`src/rtl/stopwatch_button_ctrl.sv`:
```
// Front-panel button conditioner: two debounced channels (start/stop, clear)
// feeding a run-state FSM that emits single-cycle start/stop/clear pulses.
module stopwatch_button_ctrl #(
  parameter int DEBOUNCE  = 4,
  parameter int CNT_WIDTH = 8
) (
  input  logic clk,
  input  logic resetn,
  input  logic btn_ss,
  input  logic btn_clr,
  output logic start,
  output logic stop,
  output logic clear,
  output logic running
);

  localparam int NUM_CH = 2;
  localparam int CH_SS  = 0;
  localparam int CH_CLR = 1;
  localparam logic [CNT_WIDTH-1:0] CNT_LAST = CNT_WIDTH'(DEBOUNCE - 1);

  typedef enum logic {
    IDLE = 1'b0,
    RUN  = 1'b1
  } state_t;

  logic [NUM_CH-1:0]    raw;
  logic [NUM_CH-1:0]    s1_reg;
  logic [NUM_CH-1:0]    s2_reg;
  logic [NUM_CH-1:0]    st_reg;
  logic [NUM_CH-1:0]    st_next;
  logic [CNT_WIDTH-1:0] cnt_reg  [NUM_CH];
  logic [CNT_WIDTH-1:0] cnt_next [NUM_CH];
  logic [NUM_CH-1:0]    press;

  state_t state_reg;
  logic   start_reg;
  logic   stop_reg;
  logic   clear_reg;

  assign raw[CH_SS]  = btn_ss;
  assign raw[CH_CLR] = btn_clr;

  generate
    for (genvar gi = 0; gi < NUM_CH; gi++) begin : gen_ch
      always_ff @(posedge clk) begin
        if (!resetn) begin
          s1_reg[gi]  <= 1'b0;
          s2_reg[gi]  <= 1'b0;
          st_reg[gi]  <= 1'b0;
          cnt_reg[gi] <= '0;
        end else begin
          s1_reg[gi]  <= raw[gi];
          s2_reg[gi]  <= s1_reg[gi];
          st_reg[gi]  <= st_next[gi];
          cnt_reg[gi] <= cnt_next[gi];
        end
      end

      // Press is decoded from the accepting transition itself, so the FSM
      // registers its pulse on the same edge that updates the accepted level.
      always_comb begin
        st_next[gi]  = st_reg[gi];
        cnt_next[gi] = '0;
        press[gi]    = 1'b0;
        if (s2_reg[gi] != st_reg[gi]) begin
          if (cnt_reg[gi] == CNT_LAST) begin
            st_next[gi] = s2_reg[gi];
            press[gi]   = s2_reg[gi];
          end else begin
            cnt_next[gi] = cnt_reg[gi] + 1'b1;
          end
        end
      end
    end
  endgenerate

  // Clear has priority; a coincident start/stop press is dropped.
  always_ff @(posedge clk) begin
    if (!resetn) begin
      state_reg <= IDLE;
      start_reg <= 1'b0;
      stop_reg  <= 1'b0;
      clear_reg <= 1'b0;
    end else begin
      start_reg <= 1'b0;
      stop_reg  <= 1'b0;
      clear_reg <= 1'b0;
      if (press[CH_CLR]) begin
        clear_reg <= 1'b1;
        state_reg <= IDLE;
      end else if (press[CH_SS]) begin
        case (state_reg)
          IDLE: begin
            start_reg <= 1'b1;
            state_reg <= RUN;
          end
          default: begin
            stop_reg  <= 1'b1;
            state_reg <= IDLE;
          end
        endcase
      end
    end
  end

  assign start   = start_reg;
  assign stop    = stop_reg;
  assign clear   = clear_reg;
  assign running = (state_reg == RUN);

endmodule
```
`config.mk`:
```
export PLATFORM = sky130hd
export DESIGN_NAME = stopwatch_button_ctrl
export DESIGN_NICKNAME = d
export VERILOG_FILES = /design/src/rtl/stopwatch_button_ctrl.sv
export SDC_FILE = /design/constraint.sdc
export NUM_CORES = 1
export LEC_CHECK = 0
export ABC_AREA = 1
export CAP_MARGIN = 40
export CORE_MARGIN = 5
export CORE_UTILIZATION = 37
export CTS_BUF_LIST = sky130_fd_sc_hd__clkbuf_8
export DETAILED_ROUTE_END_ITERATION = 16
export GPL_TIMING_DRIVEN = 0
export HOLD_SLACK_MARGIN = 0.02
export PLACE_DENSITY = 0.51
export SLEW_MARGIN = 30
export SYNTH_ARGS = -nofsm -noshare
export SYNTH_HDL_FRONTEND = slang
export SYNTH_SLANG_ARGS = --single-unit
```
`constraint.sdc`:
```
create_clock -name clk -period 1.4 [get_ports clk]
set_input_delay 0.21 -clock clk [delete_from_list [all_inputs] [get_ports clk]]
set_output_delay 0.21 -clock clk [all_outputs]
set_load 0.05 [all_outputs]
```
Yosys cells after proc, flatten, opt, wreduce, memory -nomap -nowiden

Memory sizes are Yosys's and may differ from the RTL's.
Index checks and enable logic that the tools add are counted.

Flip-flop bits (word level): 10
RAM bits: 16
Output and inout bits: 4
Memories kept: 1

Add/sub/neg operators: 2
Equality and inequality tests: 4
Muxes and demuxes: 15
Bitwise operators: 4
Reduce and logical (&&, ||, !) cells: 4

Memory list:

| name    | depth | width | rd ports | clocked after Yosys merged registers in | write ports | line | text |
|---|---|---|---|---|---|---|---|
| cnt_reg | 2     | 8     | 2        | 0                                       | 2           | 32   | `logic [CNT_WIDTH-1:0] cnt_reg [NUM_CH];` |

Operators with widths:

| kind                                                                  | number |
|---|---|
| 8-bit 2-to-1 mux                                                      | 6 |
| 8-bit by 1-bit adder with 8-bit output, second input constant         | 2 |
| 8-bit by 2-bit equality test with 1-bit output, second input constant | 2 |
| 1-bit 2-to-1 mux                                                      | 9 |
| 2-bit AND reduction                                                   | 2 |
| 3-bit OR reduction                                                    | 1 |
| 1-bit != test                                                         | 2 |
| 1-bit NOT                                                             | 2 |
| 1-bit OR                                                              | 2 |
| 2-bit OR reduction                                                    | 1 |

Logic depth before layout (Yosys ltp)

Word-level depth: 5
Depth in mapped cells: 8
Mapped depth without buffers: 8

Worst setup path before layout

No wires, ideal clock.

Path kind: reg2reg
From: mem cnt_reg[0][0]
To: mem cnt_reg[0][5]
Setup time: 0.109 ns
Arrival time: 1.050 ns
Setup slack: 0.241 ns
Stages on the path, launching flop included: 9
Clock period less this slack: 1.159 ns
Path through: dfxtp_1 > ha_1 > nand3_2 > nor2_4 > inv_2 > nand2_4 > inv_2 > nand2_1 > inv_1

RTL lines:

| item               | line |
|---|---|
| start: declaration | 32 |

Worst setup path after layout

From: reg clear_reg (netlist: clear)
To: out clear

RTL lines:

| item                     | line | text |
|---|---|---|
| start: declaration       | 39   | `logic clear_reg;` |
| start signal: assignment | 84   | `clear_reg <= 1'b0;` |
| start signal: assignment | 88   | `clear_reg <= 1'b0;` |
| start signal: assignment | 90   | `clear_reg <= 1'b1;` |
| end: declaration         | 13   | `output logic clear,` |

No word-level cell between the ends.

==> summary.txt <==
Timing
  – Min Clock Period, post-route: 1.31 ns
  – Slew Viols, Final: 0
  – Clock Skews: 0.00251 ns
  – Tcrit/Tclk final: 93.6%
  – Max-slew headroom: 67.3%
  – Fmax: between 700 and 800 MHz
  – Final Hold Viols: 0
  – Setup ws final: 0.0895 ns
  – Final setup violation count: 0
  – Worst slew pin tran: 0.492 ns

Pwr
  – Pwr dens: 971 nW/µm²
  – LEAKAGE: between 0.5 and 0.6 nW
  – PnR Total Power: 1.26 mW
  – Peak VDD IR: 0.818 mV

Run status
  – Status: completed

Clock network
  – Clk_lat worst skew: 0.27 ns
  – Clock slew at reported path FFs: 0.08 ns
  – Htree depth: 1
  – Setup Fix Bufs, Post-CTS: 0
  – Clk root buf: clkbuf_8
  – Total CTS buffers: 3
  – Worst-case clock buffer depth: 2
  – Cts hold-fix bufs: 0
  – Post-CTS resize count: 4
  – TritonCTS clock tree: yes
  – CTS sink cnt: 26

Synthesis
  – Synth Area per Inst: 7.42 µm²
  – Area leader, netlist: dfxtp_1
  – Top cells by area, synth: dfxtp_1, nor2_1, nand2_1
  – Seq/Total Area, Yosys: 45.9%
  – Library cells used by synthesis: 20
  – Ys Warns: 0
  – Mapped Cells: 153
  – Post-synth design cell area: 1130 µm²
  – Synth Net Count: 159
  – FF+latch count, synth: 26
  – Synth top area share: 45.9%

Worst setup path
  – Worst Path Buf+Inv: 1
  – CP peak stage delay: approximately 0.52 ns
  – Critical path launch point type: register
  – Endpoint arrival time on the critical path: 1.10 ns
  – Setup CP Type: reg -> out
  – Delay-heaviest family, CP: buffers and inverters
  – Worst Path Required: 1.19 ns
  – CP endpoint kind: output pin
  – Worst-path maximum fanout: 1
  – Slowest cell on crit path: dlygate4sd2_1
  – CP Cell Sequence: dlygate4sd2_1

Floorplanning
  – Initial Utilization: 37.8%
  – Die area: 4270 µm²
  – IO Count: 8
  – Row Count: 20
  – Core area: 3000 µm²
  – Die height: 65.4 µm
  – Die width: 65.4 µm

Layout
  – Fraction of layout cells with a size suffix above 1: 12.9%
  – Final-stage net count: 170
  – Diodes inserted: 0
  – Max reg flops: 16
  – Syn-to-layout area delta: 14.1%
  – Fillers: 325
  – Area occupied by multi-input gates: 510 µm²
  – Register area: 520 µm²

Detailed routing
  – WL per Instance: 9.70 µm
  – Drc violations: 0
  – Antenna Violating Nets Remaining: 0
  – Vias: 863
  – Total Wirelength: 1900 µm
  – DR pass1 iterations: 4
  – Vias per cell: 4.40
  – Iter 0 DRT Violations: 40

Placement
  – Detailed Place HPWL: 1410 µm
  – DP Worst Slack: 0.0443 ns
  – GPL Wtd Cong: 0.811
  – IO buf count: 6

Global route
  – Total congestion overflow: 0
  – Vias in the first global route: 775
  – Antenna violations before repair: 0
  – First-pass GRT wire length: 3190 µm
  – Largest net degree at the start of global routing: 15
  – Total GRT Usage: 9.76%

Hold path
  – Hold Path Class: in -> reg

Run
  – # Max-Cap Violations: 0
==> cells by family after synthesis <==
group	count (synthesis)	share of synthesized area, %
flops	26	45.9
xor+xnor	7	5.40
buf+inv	30	10.3
simple gates	81	33.0
fa+ha+maj	2	2.20
compound gates	7	3.31
==> power by group <==
part | total, mW | switching [mW] | internal [mW]
combinational | 0.0304 | 0.0167 | 0.0136
clock | 0.477 | 0.226 | 0.251
sequential | 0.750 | 0.00437 | 0.746
total | 1.26 | 0.247 | 1.01
==> cell usage after synthesis <==
library cell and instances:
nor2_1 30, nand2_1 29, dfxtp_1 26, inv_1 26, nand3_1 8, a21oi_1 4
nand4_1 4, xor2_1 4, inv_2 3, nand3_2 3, nor2_2 3, xnor2_1 3
ha_1 2, o21ai_0 2, buf_4 1, nand2_2 1, nand2_4 1, nor2_4 1
nor3_2 1, o21a_1 1
==> layout make-up <==
type	instances	area share, %
flip-flops and latches	26	40.2
inverters	29	8.41
plain buffers	1	0.580
repair buffers	6	3.96
clock buffers	4	4.25
multi-input cells	97	39.4
well taps	33	3.19
==> stage by stage <==
step / area [µm²] / hold WS [ns] / utilization (%) / TNS [ns] / instances
after floorplan: 1130 / 0.308 / - / 0 / 153
after global placement: 1240 / 0.396 / 41.2 / 0 / 192
after detailed placement: 1240 / 0.400 / 41.2 / 0 / 192
after CTS: 1290 / 0.184 / 42.8 / 0 / 196
after global routing: 1290 / 0.195 / 43.1 / -0.0307 / 196
final: 1290 / 0.193 / 43.1 / 0 / 196
==> final timing paths <==
path	startpoint	to	slack [ns]	cells past startpoint
setup / recovery	clear	clear	0.09	1
hold / removal	resetn	s1_reg[1]	0.19	3
setup reg to reg	cnt_reg[0][0]	cnt_reg[0][5]	0.11	8
hold reg to reg	s1_reg[0]	s2_reg[0]	0.42	2
==> cells in the final DEF (no fill, tap or decap), drive strengths merged <==
| master | count |
|---|---|
| nor2 | 34 |
| nand4 | 4 |
| clkdlybuf4s50 | 2 |
| inv | 29 |
| nand2 | 31 |
| xor2 | 4 |
| a21oi | 4 |
| buf | 1 |
| dfxtp | 26 |
| xnor2 | 3 |
| o21a | 1 |
| clkbuf | 5 |
| o21ai | 2 |
| nand3 | 11 |
| ha | 2 |
| dlygate4sd2 | 3 |
| nor3 | 1 |
==> metal layers <==
layer / track usage, % / up-vias / share of wire (%)
li1: - / 481 / -
met1: 11.3 / 366 / 51
met2: 15.8 / 12 / 44
met3: 4.10 / 4 / 3.8
met4: 3.89 / 0 / 1.5
met5: 0 / - / 0
Power figures use the tool's default switching activity.
